<file path="config.mk">
export PLATFORM = sky130hd
export DESIGN_NAME = sisc_ctrl_mc
export DESIGN_NICKNAME = d
export VERILOG_FILES = /design/src/rtl/sisc_ctrl_mc.sv
export SDC_FILE = /design/constraint.sdc
export NUM_CORES = 1
export LEC_CHECK = 0
export BUFFER_PORTS_ARGS = -buffer_cell sky130_fd_sc_hd__buf_2
export CELL_PAD_IN_SITES_DETAIL_PLACEMENT = 0
export CELL_PAD_IN_SITES_GLOBAL_PLACEMENT = 1
export CORE_UTILIZATION = 33
export DETAILED_ROUTE_END_ITERATION = 8
export PLACE_DENSITY_LB_ADDON = 0.1
export SLEW_MARGIN = 0
export SYNTH_ARGS = -nofsm -noshare
export SYNTH_HDL_FRONTEND = slang
export SYNTH_SLANG_ARGS = --single-unit
</file>
<file path="constraint.sdc">
create_clock -name clk -period 1.7 [get_ports clk]
set_input_delay 0 -clock clk [delete_from_list [all_inputs] [get_ports clk]]
set_output_delay 0 -clock clk [all_outputs]
set_load 0.1 [all_outputs]
</file>
<file path="src/rtl/sisc_ctrl_mc.sv">
// SISC multi-cycle control FSM: fetch/decode/execute/mem/writeback sequencing with registered Moore outputs.
// Optional performance counters (cyc_cnt, instr_cnt) are enabled by defining SISC_CTRL_PERF_CNT_EN.
module sisc_ctrl_mc #(
  parameter int STAT_W = 4,
  parameter int CNT_W  = 16
) (
  input  logic              clk,
  input  logic              rst_f,
  input  logic [3:0]        opcode,
  input  logic [STAT_W-1:0] mm,
  input  logic [STAT_W-1:0] stat,
  input  logic              mem_ack,
  output logic              mem_req,
  output logic              mem_we,
  output logic              ir_load,
  output logic              pc_write,
  output logic [1:0]        pc_sel,
  output logic              rf_we,
  output logic              wb_sel,
  output logic [1:0]        alu_op,
  output logic              halted,
  output logic [2:0]        state_o
`ifdef SISC_CTRL_PERF_CNT_EN
  ,
  output logic [CNT_W-1:0]  cyc_cnt,
  output logic [CNT_W-1:0]  instr_cnt
`endif
);

  localparam logic [2:0] S_RESET     = 3'd0;
  localparam logic [2:0] S_FETCH     = 3'd1;
  localparam logic [2:0] S_DECODE    = 3'd2;
  localparam logic [2:0] S_EXECUTE   = 3'd3;
  localparam logic [2:0] S_MEM       = 3'd4;
  localparam logic [2:0] S_WRITEBACK = 3'd5;
  localparam logic [2:0] S_HALT      = 3'd6;

  localparam logic [3:0] OP_LOD = 4'd1;
  localparam logic [3:0] OP_STR = 4'd2;
  localparam logic [3:0] OP_SWP = 4'd3;
  localparam logic [3:0] OP_BRA = 4'd4;
  localparam logic [3:0] OP_BRR = 4'd5;
  localparam logic [3:0] OP_BNE = 4'd6;
  localparam logic [3:0] OP_BNR = 4'd7;
  localparam logic [3:0] OP_ALU = 4'd8;
  localparam logic [3:0] OP_HLT = 4'd15;

  logic [2:0] state, state_n;
  logic [3:0] op_q, op_n;
  logic       mem_req_n, mem_we_n, ir_load_n, pc_write_n, rf_we_n, wb_sel_n, halted_n;
  logic [1:0] pc_sel_n, alu_op_n;
  logic       imm, hit, is_write;

  if (STAT_W == 4) begin : g_imm4
    assign imm = (mm == 4'd8);
  end else begin : g_imm
    assign imm = &mm;
  end

  assign hit      = |(stat & mm);
  assign is_write = (op_q == OP_STR) || (op_q == OP_SWP);
  assign state_o  = state;

  // Outputs are computed for the state being entered and registered with it.
  always_comb begin
    state_n    = state;
    op_n       = op_q;
    alu_op_n   = alu_op;
    mem_req_n  = 1'b0;
    mem_we_n   = 1'b0;
    ir_load_n  = 1'b0;
    pc_write_n = 1'b0;
    pc_sel_n   = 2'd0;
    rf_we_n    = 1'b0;
    wb_sel_n   = 1'b0;
    halted_n   = 1'b0;
    case (state)
      S_RESET: begin
        state_n   = S_FETCH;
        mem_req_n = 1'b1;
      end
      S_FETCH: begin
        if (mem_ack) begin
          state_n    = S_DECODE;
          ir_load_n  = 1'b1;
          pc_write_n = 1'b1;
        end else begin
          mem_req_n = 1'b1;
        end
      end
      S_DECODE: begin
        op_n     = opcode;
        alu_op_n = {imm, opcode == OP_ALU};
        if (opcode == OP_HLT) begin
          state_n  = S_HALT;
          halted_n = 1'b1;
        end else begin
          state_n = S_EXECUTE;
          // Branch resolution happens here so pc_write lands in the EXECUTE cycle.
          case (opcode)
            OP_BRA: begin pc_write_n = hit;  pc_sel_n = hit  ? 2'd1 : 2'd0; end
            OP_BRR: begin pc_write_n = hit;  pc_sel_n = hit  ? 2'd2 : 2'd0; end
            OP_BNE: begin pc_write_n = !hit; pc_sel_n = !hit ? 2'd1 : 2'd0; end
            OP_BNR: begin pc_write_n = !hit; pc_sel_n = !hit ? 2'd2 : 2'd0; end
            default: ;
          endcase
        end
      end
      S_EXECUTE: begin
        case (op_q)
          OP_ALU: begin
            state_n = S_WRITEBACK;
            rf_we_n = 1'b1;
          end
          OP_LOD, OP_STR, OP_SWP: begin
            state_n   = S_MEM;
            mem_req_n = 1'b1;
            mem_we_n  = is_write;
          end
          default: begin
            state_n   = S_FETCH;
            mem_req_n = 1'b1;
          end
        endcase
      end
      S_MEM: begin
        if (mem_ack) begin
          if (op_q == OP_STR) begin
            state_n   = S_FETCH;
            mem_req_n = 1'b1;
          end else begin
            state_n  = S_WRITEBACK;
            rf_we_n  = 1'b1;
            wb_sel_n = 1'b1;
          end
        end else begin
          mem_req_n = 1'b1;
          mem_we_n  = is_write;
        end
      end
      S_WRITEBACK: begin
        state_n   = S_FETCH;
        mem_req_n = 1'b1;
      end
      S_HALT: begin
        halted_n = 1'b1;
      end
      default: state_n = S_RESET;
    endcase
  end

  always_ff @(posedge clk or posedge rst_f) begin
    if (rst_f) begin
      state    <= S_RESET;
      op_q     <= '0;
      alu_op   <= '0;
      mem_req  <= 1'b0;
      mem_we   <= 1'b0;
      ir_load  <= 1'b0;
      pc_write <= 1'b0;
      pc_sel   <= '0;
      rf_we    <= 1'b0;
      wb_sel   <= 1'b0;
      halted   <= 1'b0;
    end else begin
      state    <= state_n;
      op_q     <= op_n;
      alu_op   <= alu_op_n;
      mem_req  <= mem_req_n;
      mem_we   <= mem_we_n;
      ir_load  <= ir_load_n;
      pc_write <= pc_write_n;
      pc_sel   <= pc_sel_n;
      rf_we    <= rf_we_n;
      wb_sel   <= wb_sel_n;
      halted   <= halted_n;
    end
  end

`ifdef SISC_CTRL_PERF_CNT_EN
  always_ff @(posedge clk or posedge rst_f) begin
    if (rst_f) begin
      cyc_cnt   <= '0;
      instr_cnt <= '0;
    end else begin
      if (state != S_RESET && state != S_HALT && cyc_cnt != '1)
        cyc_cnt <= cyc_cnt + CNT_W'(1);
      if (state == S_DECODE && instr_cnt != '1)
        instr_cnt <= instr_cnt + CNT_W'(1);
    end
  end
`else
  logic unused_cnt_w;
  assign unused_cnt_w = (CNT_W > 0);
`endif

endmodule

</file>
Word-level counts from Yosys, hierarchy flattened --
Cells that the tools add are included.
Storage, ports and cells: register bits after elaboration 18, bits in latches 0, RAM bits 0, memory bits (read-only) 0, bits of input ports 15, output and inout bits 14, word-level logic and storage cells 74, memories 0
Cells by class: add/subtract/negate cells 0, multipliers 0, div/mod/pow operators 0, magnitude comparators 0, eq/ne operators 19, shift-type cells 0, muxes and demuxes 33, bitwise gates (word level) 2, reductions and logical operators 9
Operators with widths (number):
- $pmux W3 S6 | 1
- $eq A4 B3 Y1 const B | 4
- $eq A4 B4 Y1 const B | 4
- $mux W1 | 16
- $mux W3 | 4
- $pmux W1 S2 | 5
- $eq A3 B3 Y1 const B | 3
- $eq A4 B2 Y1 const B | 2
- $mux W2 | 4
- $pmux W2 S4 | 1
- $eq A3 B2 Y1 const B | 2
- $pmux W3 S2 | 1
- $reduce_or A2 Y1 | 3
- $and A4 B4 Y4 | 1
- $eq A4 B1 Y1 const B | 1
- $ne A2 B2 Y1 const B | 2
- $pmux W1 S4 | 1
- $reduce_or A4 Y1 | 1
- $eq A3 B1 Y1 const B | 1
- $logic_not A3 Y1 | 1
- $reduce_and A3 Y1 | 1
- $reduce_or A3 Y1 | 1
- $logic_not A1 Y1 | 1
- $logic_or A1 B1 Y1 | 1
- $not A1 Y1 | 1

Logic depth before layout (Yosys ltp) --
Gate-level depths: netlist (run 1).
word-level depth 6, depth in mapped cells 4, gate-level depth less buffers 3

Worst setup path before layout (run 1) --
Ideal clock, no wire load.
path type register to register, from register state[0], in the netlist state_o[0], to register pc_sel[1], data arrival time 2.127 ns, data required time 1.627 ns, path slack -0.499 ns, stages on the path, launching flop included 5, path buffers 1, path through dfrtp_1 > buf_4 > or3b_4 > or4_4 > a21boi_2
Between the ends: cells in the longest elaborated chain, start to end 2
Ends and longest elaborated chain:
- from (decl) | RTL line 48 | logic [2:0] state, state_n;
- from (signal assigned) | RTL line 166 | state <= state_n;
- $eq A3 B2 Y1 | RTL line 77 | case (state)
- $mux W2 | RTL line 77
- via pc_sel_n[1] | RTL line 51 | logic [1:0] pc_sel_n, alu_op_n;
- to (signal assigned) | RTL line 173 | pc_sel <= pc_sel_n;
- to (decl) | RTL line 17 | output logic [1:0] pc_sel,
The timed path passes the listed nets, and every way through them passes these cells. A chain may end at the register's enable or synchronous reset.

Worst setup path in the final report (run 1) --
from register state[1], in the netlist state_o[1], to register pc_sel[0]
Same word-level chain as after synthesis.

==> results of run 1 <==
## final timing paths
check / to / slack [ns] / from / depth (start not counted)
worst min-delay path: pc_sel[1] / 0.11 / stat[3] / 4
worst max register to register: pc_sel[0] / 0.10 / state_o[1] / 3
worst max-delay path: pc_sel[0] / 0.10 / state_o[1] / 3
max in group asynchronous: state_o[0] / 0.85 / rst_f / 3
min in group asynchronous: state_o[2] / 0.34 / rst_f / 3
worst min register to register: alu_op[0] / 0.50 / alu_op[0] / 2
## per-layer routing
metal | up-vias | wire (um)
met3 | 5 | 114
met5 | - | 0
met1 | 344 | 884
met4 | 0 | 44
met2 | 22 | 810
li1 | 362 | -
## synthesized netlist by cell type
cell      count
clkbuf_1      1
nor4_1        1
or4bb_1       1
o211a_1       1
a22o_1        1
nor4b_1       2
or4b_2        1
or3b_2        1
nand3b_1      3
a41oi_1       1
a21oi_1       1
a21boi_2      1
a211oi_1      1
nand2_1       7
o22ai_1       1
nor2_1        3
nand4_1       1
a211o_2       1
xor2_1        1
o221ai_1      1
o21ai_0       3
or3_2         1
o211ai_1      2
a22o_2        1
or3b_4        1
or2b_1        1
nor3b_2       1
nor3b_1       1
dfrtp_1      18
or4_4         1
a21oi_2       1
nand2b_1      1
nand3_1       1
inv_1         5
or2_2         1
buf_4         2
mux2_2        5
## power by group through the flow
stage	Combinational [mW]	Clock [mW]	Sequential [mW]
6_report	0.0546	0.270	0.428
3_5_place_dp	0.0451	0	0.436
4_1_cts	0.0558	0.287	0.428
3_3_place_gp	0.0448	0	0.436
2_1_floorplan	0.0176	0	0.436
5_1_grt	0.0617	0.299	0.428
## worst max-delay path: stages, from the launching register on
cell,delay [ns]
dfrtp_4,0.49
or3b_4,0.40
or4_4,0.52
a21oi_2,0.13
## sequential cells by signal (all words and copies together), names as in the netlist
name and count:
wb_sel 1, mem_req 1, pc_write 1, mem_we 1
pc_sel 2, halted 1, rf_we 1, ir_load 1
op_q 4, alu_op 2, state_o 3
## through the flow
step | instances | TNS (ns) | instance area [um2] | setup slack [ns] | power (mW)
finish | 147 | 0 | 1177 | 0.1018 | 0.7528
global route | 147 | 0 | 1177 | 0.04708 | 0.7881
CTS | 147 | 0 | 1177 | 0.09110 | 0.7704
detailed placement | 137 | 0 | 1081 | 0.1143 | 0.4816
global placement | 137 | 0 | 1081 | 0.1441 | 0.4812
floorplan | 77 | -0.6942 | 892.1 | -0.1714 | 0.4541
## final cells by class
cell class              instances  area, um2  share of cell area (%)
clock buffers                   4      36.28                   3.082
inverters                       5      18.77                   1.594
multi-input cells              51      385.4                   32.73
flip-flops and latches         18      461.7                   39.21
well taps                      30      37.54                   3.188
repair buffers                 39      237.7                   20.19
## cell families (layout without fill, tap and decap cells)
family	count (synthesis)	in the layout	synth area share, %
AND/OR/NAND/NOR	29	29	22.35
flip-flops	18	18	51.58
AO/OA/AOI/OAI	16	16	14.33
buffers and inverters	8	48	4.297
multiplexers	5	5	6.447
XOR/XNOR	1	1	1.003
## what timing repair did
| item | CTS | global route |
|---|---|---|
| hold endpoints to repair | 24 | 0 |
| hold buffers | 6 | 0 |
| setup buffers | 0 | 0 |
==> impl_metrics.ini, run 1 <==
[outcome]
status = finished, final reports clean

[cells_and_area]
final_cell_mix = 28 x buf_2, 15 x dfrtp_1, 7 x nand2_1
drive_gt1_share_pct = 47.86
n_fill_cell = 257
areaGrowthSynthToFinish_pct = 34.81
layout_commonest_cell = buf_2
utilization_pct = 47.10
finalNetCount = 133
diodes = 0

[timing]
rsz0062_at_grt = false
fmax_mhz = 625.7
hold_viol_final = 0
worstMarginPinSlew_ns = 0.6999
timing.hold.ws_ns = 0.1123
skew_ns = 0.002609
setup_viol = 0
period_share_pct = 94.01
min_period_ns = 1.598
drv_slew = 0
max-slew-margin-rel_pct = 53.29

[setup_path]
worstSetupEndpointType = register
cp_max_fo = 12
cp.required_ns = 1.94
startpoint_type = register
crit_arrival_ns = 1.83
worstSetupPathType = reg -> reg

[synthesis]
syn_nets = 92
netlist_area_um2 = 873.3
syn_inst = 77
ys_types = 37
synth_area_leaders = dfrtp_1 52%, mux2_2 6.4%, nand2_1 3.0%
seq_area_frac_synth_pct = 51.58
synth_area_per_cell_um2 = 11.34
netlist.area_leader.share_pct = 51.58
yosys_warnings = 0
yosysTopAreaCell = dfrtp_1
synth_seq_cells = 18

[route]
wl_mm = 1.854
post_drt_wl_per_cell_um = 12.61
drtIter0Drc = 9
num_vias = 733
ant_nets = 0
drtPass1Iterations = 4
vias_per_cell = 4.986
drcViolationCount = 0

[global_route]
grt_max_degree = 19
antenna_found_initial = 0
grt_overflow_total = 0
top_usage_layer = met2
use_met1_pct = 20.18
gr-usage-met3_pct = 4.598
grt_pass1_wl_mm = 3.194
grt_pass1_vias = 732
grt_util_all_layers_pct = 16.31
grt_use_met2_pct = 25.62

[flow_run]
maxCapViolations = 0

[clock_tree]
cts_tree = yes
clk_latency_ns = 0.30
ctsResizeCount = 0
root_buffer = clkbuf_4
cts_sinks = 18
clock_path_buffers = 2
htree_num_levels = 1
cts_inserted_buffers = 3
cts.clk_slew.worst_paths_ns = 0.10

[power]
switching_share_pct = 22.05
seqPwrFrac_pct = 56.8
clockPowerShare_pct = 35.9
p_switching_mw = 0.1660
vdd_drop_max_mv = 0.3420
powerDensity_nw_per_um2 = 639.4
combPwrFrac_pct = 7.3
p_int_mw = 0.5868
leakage_nw = 0.5942

[placed_design]
port_buffers = 28
gp_congestion = 0.7568

[worst_hold_path]
hold_class = in -> reg

[floorplan]
dieArea_um2 = 2856
initial_core_util_pct = 34.93
fp.dieW_um = 53.45
die_y_um = 53.45
coreArea_um2 = 2500
io_pins = 29
rows = 18
No activity file was read; power rests on OpenSTA's default activity.
==> run 2, diff against run 1 <==
ABC_CLOCK_PERIOD_IN_PS = 2000   (was unset)
CORE_UTILIZATION = 39   (was 33)
clock period = 2 ns   (was 1.7 ns; I/O delays follow)
==> impl_metrics.ini, run 2 (synthesis gave the netlist of run 1 again) <==
[cells_and_area]
n_fill_cell = 205
layout_commonest_cell = buf_2
finalNetCount = 125
final_cell_mix = 28 x buf_2, 15 x dfrtp_1, 7 x nand2_1
drive_gt1_share_pct = 46.79
diodes = 0
areaGrowthSynthToFinish_pct = 25.79
max_flop_register = op_q
largest_register_ffs = 4

[global_route]
grt_overflow_total = 0
grt_pass1_vias = 692
grt_max_degree = 19
grt_util_all_layers_pct = 17.15
antenna_found_initial = 0
grt_pass1_wl_mm = 3.077

[clock_tree]
clk_latency_ns = 0.29
cts_setup_buffers = 0
htree_num_levels = 1
root_buffer = clkbuf_4
cts_tree = yes
ctsResizeCount = 0
cts_sinks = 18
cts.clk_slew.worst_paths_ns = 0.10
holdBufCountCts = 3
clock_path_buffers = 2
cts_inserted_buffers = 3

[floorplan]
io_pins = 29
die_y_um = 49.32
fp.dieW_um = 49.32
coreArea_um2 = 2042
dieArea_um2 = 2432
rows = 16
initial_core_util_pct = 42.77

[timing]
skew_ns = 0.004839
drv_slew = 0
rsz0062_at_grt = false
setup_tns_ns = 0
max-slew-margin-rel_pct = 53.36
fmax_mhz = 599.2
hold_viol_final = 0
min_period_ns = 1.669
timing.hold.ws_ns = 0.01593
setup_viol = 0
worstMarginPinSlew_ns = 0.6988
period_share_pct = 83.45

[worst_hold_path]
worstHoldPathCells = 2
hp-start = opcode[3]
min_to = op_q[3]
hold_class = in -> reg

[power]
leakage_nw = 0.5550
vdd_drop_max_mv = 0.4541
powerDensity_nw_per_um2 = 570.3

[setup_path]
worstSetupPathType = reg -> reg
crit_arrival_ns = 1.90
worst_path_max_delay_cell = or4_4
cp.required_ns = 2.23
rrSetupSlack_ns = 0.33
worst-path-stages = 3
cpLargestDelayFamily = simple AND/OR/NAND/NOR gates
crit_path_max_incr_delay_ns = 0.57
path_buf_inv = 0
startpoint = state_o[0]
timing.rr.end = pc_sel[1]
startpoint_type = register
cp_max_fo = 10
path_cells = or3b_4 -> or4_4 -> a21boi_2
rr_worst_depth = 3
worstSetupEndpointType = register
reg2reg_from = state_o[0]

[placed_design]
port_buffers = 28
place_hpwl_mm = 1.302
gp_congestion = 0.7483

[route]
drtIter0Drc = 21
wl_mm = 1.748
num_vias = 700
drcViolationCount = 0
drtPass1Iterations = 4
ant_nets = 0
post_drt_wl_per_cell_um = 12.85
vias_per_cell = 5.147

[outcome]
status = finished, final reports clean

[flow_run]
maxCapViolations = 0
run 2: changes by cell type in the layout (fill, tap and decap cells not counted):
cell           before  now
dlygate4sd3_1       6    3
dfrtp_4             3    0
buf_4               5    0
dfrtp_2             0    3
run 2: layout make-up:
cell class / instances / area (um2) / share of cell area (%)
tap: 27 / 33.78 / 3.075
multi-input combinational: 51 / 385.4 / 35.08
sequential: 18 / 454.2 / 41.34
inverter: 5 / 18.77 / 1.708
timing repair buffer: 31 / 170.2 / 15.49
clock buffer: 4 / 36.28 / 3.303
run 2: worst reg2reg max path, delay by kind of cell (launching register included):
family / cells / cell delay, ns
flops: 1 / 0.47
simple gates: 2 / 0.99
compound gates: 1 / 0.15
run 2: stage by stage:
step	power, mW	cell area (um2)	setup WS [ns]	cells	utilization (%)
2_1_floorplan	0.3858	877.1	0.01242	77	-
3_3_place_gp	0.4084	1032	0.3763	129	50.55
3_5_place_dp	0.4087	1032	0.3393	129	50.55
4_1_cts	0.6384	1099	0.3229	136	53.80
5_1_grt	0.6641	1099	0.2860	136	53.80
6_report	0.6265	1099	0.3310	136	53.80
run 2: report_power, final:
part	internal (mW)	switching (mW)	total [mW]	leakage, nW
clock network	0.111	0.110	0.221	0.0210
registers	0.364	0	0.364	0.228
logic	0.0202	0.0214	0.0416	0.306
total	0.495	0.132	0.627	0.555
run 2: worst max path at each step:
stage | to | slack, ns
global route | pc_sel[1] | 0.29
global placement | pc_sel[1] | 0.38
floorplan | pc_sel[1] | 0.01
detailed placement | pc_sel[1] | 0.34
finish | pc_sel[1] | 0.33
CTS | pc_sel[1] | 0.32
run 2: metal layers:
layer  vias to the layer above  wire length, um  global-route usage [%]
met4                         0               19                   5.882
li1                        344                -                       -
met3                         2               52                   5.607
met2                        16              824                   27.85
met1                       338              853                   21.14
met5                         -                0                       0
==> run 3, diff against run 2 <==
ABC_CLOCK_PERIOD_IN_PS = 1700   (was 2000)
CORE_UTILIZATION = 37   (was 39)
clock period = 1.7 ns   (was 2 ns; I/O delays follow)
==> impl_metrics.ini, run 3 (synthesis gave the netlist of run 1 again) <==
[outcome]
status = finished, final reports clean

[setup_path]
path_cells = or3b_4 -> or4_4 -> a21oi_2
cp.required_ns = 1.93
worstSetupPathType = reg -> reg
crit_arrival_ns = 1.82
cpLargestDelayFamily = simple AND/OR/NAND/NOR gates
cp_max_fo = 12
worstSetupEndpointType = register
path_buf_inv = 0
startpoint_type = register
crit_path_max_incr_delay_ns = 0.51
worst_path_max_delay_cell = or4_4

[timing]
layout_setup_ws_ns = 0.1017
min_period_ns = 1.598
setup_viol = 0
fmax_mhz = 625.7
period_share_pct = 94.02
worstMarginPinSlew_ns = 0.6823
hold_viol_final = 0
skew_ns = 0.003907
rsz0062_at_grt = false
max-slew-margin-rel_pct = 54.46
timing.hold.ws_ns = 0.005887
drv_slew = 0
setup_tns_ns = 0

[global_route]
gr-usage-met3_pct = 3.030
grt_pass1_vias = 716
grt_max_degree = 19
top_usage_layer = met2
antenna_found_initial = 0
grt_pass1_wl_mm = 3.153
grt_util_all_layers_pct = 17.02
grt_use_met2_pct = 26.22
grt_overflow_total = 0
use_met1_pct = 22.29

[flow_run]
maxCapViolations = 0

[clock_tree]
cts_setup_buffers = 0
cts_sinks = 18
holdBufCountCts = 3
htree_num_levels = 1
cts_inserted_buffers = 3
clk_latency_ns = 0.29
cts_tree = yes
root_buffer = clkbuf_4
ctsResizeCount = 0
clock_path_buffers = 2
cts.clk_slew.worst_paths_ns = 0.10

[floorplan]
io_pins = 29
die_y_um = 50.59
coreArea_um2 = 2212
fp.dieW_um = 50.59
rows = 17
dieArea_um2 = 2559
initial_core_util_pct = 39.48

[cells_and_area]
utilization_pct = 51.30
largest_register_ffs = 4
finalNetCount = 130
fin_cells = 142
final_cell_mix = 28 x buf_2, 15 x dfrtp_1, 7 x nand2_1
diodes = 0
layout_commonest_cell = buf_2
areaGrowthSynthToFinish_pct = 29.94
post-route-cell-area_um2 = 1135
drive_gt1_share_pct = 48.25
max_flop_register = op_q

[route]
post_drt_wl_per_cell_um = 12.92
wl_mm = 1.834
num_vias = 717
drtPass1Iterations = 4
drcViolationCount = 0
drtIter0Drc = 6
vias_per_cell = 5.049
ant_nets = 0

[power]
vdd_drop_max_mv = 0.3779
powerDensity_nw_per_um2 = 618.0
totalPowerFinal_mw = 0.7014
leakage_nw = 0.5757

[placed_design]
gp_congestion = 0.7322
port_buffers = 28
pre_cts_ws_ns = 0.1209
dp.cells = 135
placed_cell_area_um2 = 1079
place_hpwl_mm = 1.335

[worst_hold_path]
hold_class = in -> reg
-- run 3: final timing paths --
path	slack, ns	start	depth (start not counted)	endpoint
min in group asynchronous	0.34	rst_f	3	halted
max in group asynchronous	0.86	rst_f	3	state_o[0]
worst max-delay path	0.10	state_o[1]	3	pc_sel[0]
worst min register to register	0.50	alu_op[0]	2	alu_op[0]
worst min-delay path	0.006	opcode[1]	2	op_q[1]
worst max register to register	0.10	state_o[1]	3	pc_sel[0]
-- run 3: power breakdown --
group	internal, mW	total (mW)	leakage [nW]	switching, mW
Combinational	0.0239	0.0497	0.332	0.0258
Sequential	0.428	0.428	0.229	0
Clock	0.0912	0.224	0.0150	0.133
-- run 3: final cells by class --
cell class | instances | area (um2)
timing repair buffer | 36 | 207.7
sequential | 18 | 461.7
fill | 222 | 1077
multi-input combinational | 51 | 385.4
clock buffer | 4 | 26.28
tap | 28 | 35.03
inverter | 5 | 18.77
-- run 3: per-layer routing --
| layer | wire, um | vias to the layer above |
|---|---|---|
| met5 | 0 | - |
| met4 | 39 | 0 |
| met3 | 70 | 4 |
| met2 | 822 | 16 |
| met1 | 901 | 342 |
| li1 | - | 355 |
-- run 3: worst reg2reg max path: stages (launching register included) --
cell and delay (ns):
dfrtp_4 0.49, or3b_4 0.40, or4_4 0.51, a21oi_2 0.13
